### src/rtl/dot_accel_if.sv
// Avalon-MM bus bundle used for both the CPU control port and the SDRAM master port.
interface dot_accel_if #(
   parameter int ADDR_W = 32
) ();
   logic [ADDR_W-1:0] address;
   logic              read;
   logic              write;
   logic [31:0]       writedata;
   logic [31:0]       readdata;
   logic              readdatavalid;
   logic              waitrequest;

   modport master (output address, read, write, writedata,
                   input  readdata, readdatavalid, waitrequest);
   modport slave  (input  address, read, write, writedata,
                   output readdata, waitrequest);
endinterface

### src/rtl/dot_accel.sv
// Q16.16 dot-product accelerator: fetches bias, weights and activations over an
// Avalon-MM master, accumulates, applies optional ReLU and writes one result.
module dot_accel (
   input  logic        clk,
   input  logic        rst_n,
   dot_accel_if.slave  csr,
   dot_accel_if.master mem
);
   typedef enum logic [2:0] {IDLE, RD_BIAS, RD_W, RD_A, MAC, WR_OUT} state_t;

   state_t      state_q;
   logic [31:0] bias_ptr_q, w_ptr_q, a_ptr_q, out_ptr_q, len_q;
   logic        relu_q;
   logic [31:0] acc_q, i_q, bias_q, w_q, a_q;
   logic        rd_q, wr_q;
   logic [31:0] addr_q, wdata_q;

   logic        busy;
   logic        rd_done;
   logic [31:0] mac_sum_d, i_nxt_d, rdata_d;

   function automatic logic [31:0] q16_mul(input logic signed [31:0] x,
                                           input logic signed [31:0] y);
      logic signed [63:0] p;
      p = 64'(x) * 64'(y);
      return p[47:16];
   endfunction

   function automatic logic [31:0] out_val(input logic [31:0] acc,
                                           input logic [31:0] bias,
                                           input logic        relu);
      logic [31:0] r;
      r = acc + bias;
      if (relu && r[31]) r = '0;
      return r;
   endfunction

   assign busy      = (state_q != IDLE);
   // Data only counts once the request has been accepted; stray beats elsewhere are ignored.
   assign rd_done   = !rd_q && mem.readdatavalid;
   assign mac_sum_d = acc_q + q16_mul(w_q, a_q);
   assign i_nxt_d   = i_q + 32'd1;

   always_comb begin
      rdata_d = '0;
      case (csr.address)
         4'd0:    rdata_d = {31'd0, busy};
         4'd1:    rdata_d = bias_ptr_q;
         4'd2:    rdata_d = w_ptr_q;
         4'd3:    rdata_d = a_ptr_q;
         4'd4:    rdata_d = out_ptr_q;
         4'd5:    rdata_d = len_q;
         4'd7:    rdata_d = {31'd0, relu_q};
         default: rdata_d = '0;
      endcase
   end

   assign csr.readdata    = rdata_d;
   assign csr.waitrequest = busy & (csr.read | csr.write);

   assign mem.address   = addr_q;
   assign mem.read      = rd_q;
   assign mem.write     = wr_q;
   assign mem.writedata = wdata_q;

   always_ff @(posedge clk or negedge rst_n) begin
      if (!rst_n) begin
         state_q    <= IDLE;
         bias_ptr_q <= '0;
         w_ptr_q    <= '0;
         a_ptr_q    <= '0;
         out_ptr_q  <= '0;
         len_q      <= '0;
         relu_q     <= 1'b0;
         acc_q      <= '0;
         i_q        <= '0;
         bias_q     <= '0;
         w_q        <= '0;
         a_q        <= '0;
         rd_q       <= 1'b0;
         wr_q       <= 1'b0;
         addr_q     <= '0;
         wdata_q    <= '0;
      end else begin
         if (rd_q && !mem.waitrequest) rd_q <= 1'b0;
         case (state_q)
            IDLE: begin
               if (csr.write) begin
                  case (csr.address)
                     4'd0: begin
                        acc_q   <= '0;
                        i_q     <= '0;
                        rd_q    <= 1'b1;
                        addr_q  <= bias_ptr_q;
                        state_q <= RD_BIAS;
                     end
                     4'd1:    bias_ptr_q <= csr.writedata;
                     4'd2:    w_ptr_q    <= csr.writedata;
                     4'd3:    a_ptr_q    <= csr.writedata;
                     4'd4:    out_ptr_q  <= csr.writedata;
                     4'd5:    len_q      <= csr.writedata;
                     4'd7:    relu_q     <= csr.writedata[0];
                     default: ;
                  endcase
               end
            end
            RD_BIAS: begin
               if (rd_done) begin
                  bias_q <= mem.readdata;
                  if (len_q == 32'd0) begin
                     wr_q    <= 1'b1;
                     addr_q  <= out_ptr_q;
                     wdata_q <= out_val(acc_q, mem.readdata, relu_q);
                     state_q <= WR_OUT;
                  end else begin
                     rd_q    <= 1'b1;
                     addr_q  <= w_ptr_q + (i_q << 2);
                     state_q <= RD_W;
                  end
               end
            end
            RD_W: begin
               if (rd_done) begin
                  w_q     <= mem.readdata;
                  rd_q    <= 1'b1;
                  addr_q  <= a_ptr_q + (i_q << 2);
                  state_q <= RD_A;
               end
            end
            RD_A: begin
               if (rd_done) begin
                  a_q     <= mem.readdata;
                  state_q <= MAC;
               end
            end
            MAC: begin
               acc_q <= mac_sum_d;
               if (i_nxt_d == len_q) begin
                  wr_q    <= 1'b1;
                  addr_q  <= out_ptr_q;
                  wdata_q <= out_val(mac_sum_d, bias_q, relu_q);
                  state_q <= WR_OUT;
               end else begin
                  i_q     <= i_nxt_d;
                  rd_q    <= 1'b1;
                  addr_q  <= w_ptr_q + (i_nxt_d << 2);
                  state_q <= RD_W;
               end
            end
            WR_OUT: begin
               if (!mem.waitrequest) begin
                  wr_q    <= 1'b0;
                  addr_q  <= '0;
                  wdata_q <= '0;
                  state_q <= IDLE;
               end
            end
            default: state_q <= IDLE;
         endcase
      end
   end
endmodule

### src/flat_wrapper.sv
// flat-port wrapper written by rule: the top's interface ports become plain ports
module dot_accel_flat 
  (clk, rst_n, csr_address, csr_read, csr_write, csr_writedata, csr_readdata, csr_waitrequest, mem_address, mem_read, mem_write, mem_writedata, mem_readdata, mem_readdatavalid, mem_waitrequest);
  dot_accel_if #(.ADDR_W(4)) csr_i ();
  dot_accel_if #(.ADDR_W(32)) mem_i ();
  input  logic clk;
  input  logic rst_n;
  input wire logic [$bits(csr_i.address)-1:0] csr_address;
  input wire logic [$bits(csr_i.read)-1:0] csr_read;
  input wire logic [$bits(csr_i.write)-1:0] csr_write;
  input wire logic [$bits(csr_i.writedata)-1:0] csr_writedata;
  output wire logic [$bits(csr_i.readdata)-1:0] csr_readdata;
  output wire logic [$bits(csr_i.waitrequest)-1:0] csr_waitrequest;
  output wire logic [$bits(mem_i.address)-1:0] mem_address;
  output wire logic [$bits(mem_i.read)-1:0] mem_read;
  output wire logic [$bits(mem_i.write)-1:0] mem_write;
  output wire logic [$bits(mem_i.writedata)-1:0] mem_writedata;
  input wire logic [$bits(mem_i.readdata)-1:0] mem_readdata;
  input wire logic [$bits(mem_i.readdatavalid)-1:0] mem_readdatavalid;
  input wire logic [$bits(mem_i.waitrequest)-1:0] mem_waitrequest;
  assign csr_i.address = csr_address;
  assign csr_i.read = csr_read;
  assign csr_i.write = csr_write;
  assign csr_i.writedata = csr_writedata;
  assign csr_readdata = csr_i.readdata;
  assign csr_waitrequest = csr_i.waitrequest;
  assign mem_address = mem_i.address;
  assign mem_read = mem_i.read;
  assign mem_write = mem_i.write;
  assign mem_writedata = mem_i.writedata;
  assign mem_i.readdata = mem_readdata;
  assign mem_i.readdatavalid = mem_readdatavalid;
  assign mem_i.waitrequest = mem_waitrequest;
  dot_accel u_core (.clk(clk), .rst_n(rst_n), .csr(csr_i), .mem(mem_i));
endmodule
### config.mk
export PLATFORM = sky130hd
export DESIGN_NAME = dot_accel_flat
export DESIGN_NICKNAME = d
export VERILOG_FILES = /design/src/rtl/dot_accel_if.sv /design/src/rtl/dot_accel.sv /design/src/flat_wrapper.sv
export SDC_FILE = /design/constraint.sdc
export NUM_CORES = 2
export LEC_CHECK = 0
export ABC_AREA = 1
export CAP_MARGIN = 20
export CORE_MARGIN = 3
export CORE_UTILIZATION = 59
export CTS_CLUSTER_SIZE = 16
export DETAILED_ROUTE_END_ITERATION = 10
export PLACE_DENSITY = 0.86
export SLEW_MARGIN = 5
export SYNTH_ARGS = -nofsm -noshare
export SYNTH_HDL_FRONTEND = slang
export SYNTH_SLANG_ARGS = --single-unit
### constraint.sdc
create_clock -name clk -period 9.7 [get_ports clk]
set_clock_uncertainty 0.15 [all_clocks]
set_input_delay 0.97 -clock clk [delete_from_list [all_inputs] [get_ports clk]]
set_output_delay 0.97 -clock clk [all_outputs]
set_load 0.02 [all_outputs]
-- Word level (Yosys, flattened, before mapping)
Index checks and enable logic that the tools add are counted.
- flip-flop bits (word level): 390
- latch bits: 0
- RAM bits: 0
- ROM bits: 0
- memories kept: 0
- add/subtract/negate cells: 7
- multiply operators: 1
- div/mod/pow operators: 0
- magnitude comparators: 0
- equality and inequality tests: 21
- shift-type cells: 0
- mux-type cells: 42
- bitwise operators: 2
- reductions and logical operators: 27
- operators by type and width (operator ; count):
    2-to-1 mux 32 bit ; 15
    one-hot mux 32 bit (7 select lines) ; 1
    adder 32 bit ; 6
    one-hot mux 32 bit (5 select lines) ; 1
    one-hot mux 32 bit (2 select lines) ; 2
    one-hot mux 32 bit (3 select lines) ; 1
    multiplier 32 x 32 -> 48 bit ; 1
    adder 32 x 1 -> 32 bit (second input constant) ; 1
    == test 32 bit ; 1
    logical NOT 32 bit ; 1
    2-to-1 mux 3 bit ; 8
    AND reduction 3 bit ; 7
    one-hot mux 3 bit (6 select lines) ; 1
    == test 4 x 3 -> 1 bit (second input constant) ; 3
    inequality test 2 x 1 -> 1 bit (second input constant) ; 6
    AND reduction 6 bit ; 2
    2-to-1 mux 1 bit ; 11
    == test 4 x 2 -> 1 bit (second input constant) ; 2
    == test 3 x 2 -> 1 bit (second input constant) ; 2
    == test 3 bit (second input constant) ; 2
    inequality test 2 bit (second input constant) ; 3
    AND reduction 2 bit ; 3
    nonzero test 3 bit ; 2
    AND reduction 5 bit ; 1
    other kinds (13) ; 17

-- Longest topological paths before layout
- word-level depth: 7
- gate-level depth with buffers: 54

-- Worst setup path before layout
Ideal clock, no wire load.
- kind: reg-to-reg
- start: reg u_core.a_q[3]
- end: reg u_core.wdata_q[10], in the netlist u_core.mem.writedata[10]
- arrival: 9964 ps
- data required time: 9466 ps
- setup slack: -498 ps
- cell stages (with the launch flop): 51
- period minus slack after synthesis: 10198 ps
- path through: dfrtp_1 > clkbuf_1 > clkbuf_1 > nand2_1 > inv_1 > fa_1 > fa_1 > inv_1 > fa_1 > fa_1 > inv_1 > fa_1 > inv_1 > fa_1 > inv_1 > fa_1 > fa_1 > ha_1 > (+15 left out) > nand2_1 > nand2_1 > nand2_1 > or2_2 > and2_1 > ha_1 > nand2_1 > nor2_1 > inv_1 > nor4_1 > nand3_1 > nand2_1 > xor2_1 > nand3_1 > nand3_1 > clkbuf_1 > nand2_1 > a21boi_0
- word-level cells in the longest chain between the ends: 7
- ends and longest elaborated chain (element ; line ; source):
    start, declared ; dot_accel.sv:14 ; logic [31:0] acc_q, i_q, bias_q, w_q, a_q;
    start signal, assigned ; dot_accel.sv:132 ; a_q <= mem.readdata;
    multiplier 32 x 32 -> 48 bit (*) ; dot_accel.sv:25 ; p = 64'(x) * 64'(y);
    adder 32 bit (*) ; dot_accel.sv:41 ; assign mac_sum_d = acc_q + q16_mul(w_q, a_q);
    adder 32 bit (*) ; dot_accel.sv:33 ; r = acc + bias;
    logical AND 1 bit ; dot_accel.sv:34 ; if (relu && r[31]) r = '0;
    2-to-1 mux 32 bit (*) ; dot_accel.sv:34 ;
    2-to-1 mux 32 bit (*) ; dot_accel.sv:138 ; if (i_nxt_d == len_q) begin
    one-hot mux 32 bit (3 select lines) (*) ; dot_accel.sv:86 ; case (state_q)
    end signal, assigned ; dot_accel.sv:113 ; wdata_q <= out_val(acc_q, mem.readdata, relu_q);
    end signal, assigned ; dot_accel.sv:141 ; wdata_q <= out_val(mac_sum_d, bias_q, relu_q);
    end, declared ; dot_accel.sv:16 ; logic [31:0] addr_q, wdata_q;
Mark *: on every way between the ends. The rest lies on a longest branch, timed or not. The select of a mux whose other input is x is not followed.
A chain may end at the register's enable or synchronous reset.

-- Worst setup path in the final report
- start: reg u_core.w_q[21]
- end: reg u_core.wdata_q[11], in the netlist u_core.mem.writedata[11]
- word-level cells in the longest chain between the ends: 7
- ends and longest elaborated chain (element ; line ; source):
    start, declared ; dot_accel.sv:14 ;
    start signal, assigned ; dot_accel.sv:124 ; w_q <= mem.readdata;
    multiplier 32 x 32 -> 48 bit (*) ; dot_accel.sv:25 ;
    adder 32 bit (*) ; dot_accel.sv:41 ;
    adder 32 bit (*) ; dot_accel.sv:33 ;
    logical AND 1 bit ; dot_accel.sv:34 ;
    2-to-1 mux 32 bit (*) ; dot_accel.sv:34 ;
    2-to-1 mux 32 bit (*) ; dot_accel.sv:138 ;
    one-hot mux 32 bit (3 select lines) (*) ; dot_accel.sv:86 ;
Marks and branches as above.

==> impl_results.md <==
* Critical Path Sink Type: flop
* H-tree depth at 2
* Initial antenna violation count at 14
* Tot GR Track Use at 0.417
* Area leader, netlist: fa_1
* YS warnings at 0
* RSZ-0062 raised after global routing: yes
* Post-synth top cells: nand2_1, inv_1, fa_1
* Row Count at 114
* Post-route setup TNS at -26.53 ns
* Worst slew margin at 0.226
* GPL Wtd Cong at 1.03
* Achievable Freq at 94.5 MHz
* Die Span Y at 320 µm
* Drc violations at 0
* Final worst setup slack at -0.884 ns
* Remaining Overflow, GRT at 0
* Cells after Synth at 7,818
* Worst-Skew Late Latency at 0.68 ns
* Bufs and invs on worst path at 6
* Run status: finished with violations
* Crit path max-delay family: adder cells
* EDFF count, synth at 0
* Slew @ Worst Pin at 1.15 ns
* Crit path top cell by count: fa_1
* Drt pass-1 iters at 8
* Crit path DAT at 11.03 ns
* Final critical-path share of the clock period at 1.09
* Failing checks: negative setup slack
* Yosys reg bits at 390
* Critical Path RT at 10.14 ns
* Final ANT Viol Nets at 0
* Post-Syn Area per Cell at 7.46 µm²
* Synth top area share at 0.290
* Vias in the first global route at 57.9k
* Number of max-cap violations at 0
* Total wire length at 214 mm
* Routed length per instance at 21.9 µm
* Initial Utilization at 0.599
* IO Count at 173
* Pre-CTS WS at -1.26 ns
* TritonCTS clock tree: built
* Setup violators final at 32
* Class of the worst hold path: in -> async
* Synth area leaders: fa_1, dfrtp_1, nand2_1
* Clk pin slew, worst setup/hold paths at 0.07 ns
* Clk sink count at 390
* Top-count cell post-synth: nand2_1
* Inserted Clock Buffers at 49
* Util after Layout at 0.714
* First-pass GRT wire length at 329 mm
* Final Hold Violating Endpoints at 0
* Cell Area, Synth at 58,300 µm²
* NumNets Final at 9,670
* Routed vias at 56.5k
* Pin count of the biggest net entering global routing at 115
* Total die area at 103,000 µm²
* CTS root buf: clkbuf_16
* Slowest-stage cell, CP: fa_1
* Critical path type: reg -> reg
* Iteration-0 DRC count of the detailed router at 6,071
* Post-Syn Nets at 9,081
* Area grow syn2layout at 19.2%
* Slew Viols, Final at 0
* Setup crit start kind: flop
* Top FF cell, synth: dfrtp_1
* Sequential element share of the synthesized area at 0.167
* DP HPWL at 172 mm
* CP Max Fanout at 15
* Vias/cell at 5.81
* Layout cell share with drive strength beyond 1 at 0.130
* Post-synthesis cell type count at 59
* Ys async rst share at 1.00
* Number of buffers added on ports at 172
* Minimum clock period at 10.58 ns
* Clk buf depth at 3
* Area of the core at 97,400 µm²
* Slowest Stage Delay on Critical Path at 0.60 ns
* Die Wd at 320 µm
-- state kept, by name, summed over array words and instances (netlist names) --
signal,flops
u_core.a_ptr_q,32
u_core.a_q,32
u_core.acc_q,32
u_core.bias_ptr_q,32
u_core.bias_q,32
u_core.i_q,32
u_core.len_q,32
u_core.mem.address,32
u_core.mem.writedata,32
u_core.out_ptr_q,32
u_core.w_ptr_q,32
u_core.w_q,32
u_core.state_q,3
u_core.mem.read,1
u_core.mem.write,1
u_core.relu_q,1
-- final timing paths --
check	slack, ns	depth (start not counted)	to	startpoint
max reg2reg	-0.88	41	u_core.mem.writedata[11]$_DFFE_PN0P_	u_core.w_q[21]$_DFFE_PN0P_
min	0.24	1	u_core.mem.address[15]$_DFFE_PN0P_	rst_n
min reg2reg	0.34	2	u_core.mem.address[0]$_DFFE_PN0P_	u_core.mem.address[0]$_DFFE_PN0P_
max in group asynchronous	6.86	3	u_core.w_q[14]$_DFFE_PN0P_	rst_n
min in group clk	0.34	2	u_core.mem.address[0]$_DFFE_PN0P_	u_core.mem.address[0]$_DFFE_PN0P_
max	-0.88	41	u_core.mem.writedata[11]$_DFFE_PN0P_	u_core.w_q[21]$_DFFE_PN0P_
-- per-stage QoR --
stage / hold slack [ns] / area, µm² / cells
final: 0.237 / 69500 / 9732
after CTS: 0.264 / 69000 / 9710
after detailed placement: 0.316 / 66000 / 9584
after floorplan: 0.307 / 58400 / 7818
after global routing: 0.295 / 69500 / 9727
after global placement: 0.314 / 66000 / 9584
-- cell families (layout without fill, tap and decap cells) --
family / after synthesis / in the layout / synth area share
compound gates: 1101 / 1101 / 0.107
buf+inv: 2198 / 2825 / 0.142
simple gates: 2726 / 2726 / 0.187
flops: 390 / 390 / 0.167
mux: 8 / 8 / 0.00154
other cells: 0 / 11 / 0
xor+xnor: 206 / 206 / 0.0312
fa+ha+maj: 1189 / 1189 / 0.364
-- per-layer routing --
layer	wire, µm	vias to the layer above	global-route usage
met5	40	-	0
met4	13800	8	0.215
met3	26400	828	0.116
met2	93700	3677	0.647
met1	79600	27200	0.538
li1	-	24800	-
-- cell usage in the layout (no fill, tap or decap), drive strengths merged, types with 51 or more instances in the layout --
master and count:
nor3 51, buf 694, xor2 131, nor2 353, clkdlybuf4s50 171, o21ai 459
dfrtp 390, a21oi 346, nand2 2023, clkbuf 62, inv 1874, fa 844
xnor2 75, ha 345, o22ai 62, nand3 191
-- timing repair --
action / CTS / global route
setup buffers: 38 / 7
gates resized for setup: 236 / 77
pin swaps: 72 / 52
hold buffers: 0 / 0
cloned: 1 / 2
endpoints found under the setup margin: 32 / 32
-- worst register-to-register path: cells and delay by family (launching register included) --
| kind | cells | cell delay (ns) |
|---|---|---|
| AO/OA/AOI/OAI | 5 | 1.01 |
| AND/OR/NAND/NOR | 16 | 2.22 |
| flip-flops | 1 | 0.37 |
| buffers and inverters | 6 | 0.92 |
| adder cells (fa/ha/maj) | 11 | 5.23 |
| XOR/XNOR | 3 | 0.61 |
-- layout make-up --
cell class,instances,area (µm²)
multi-input cells,5230,41600
clock inverters,29,414
fillers,7251,27900
flip-flops and latches,390,9780
well taps,1276,1600
repair buffers,867,7720
clock buffers,60,1340
inverters,1869,7020
diodes,11,27.5
Power is left out: the tool's default activity adds up to more than one toggle a clock period on the data nets, which glitch-free logic cannot reach.
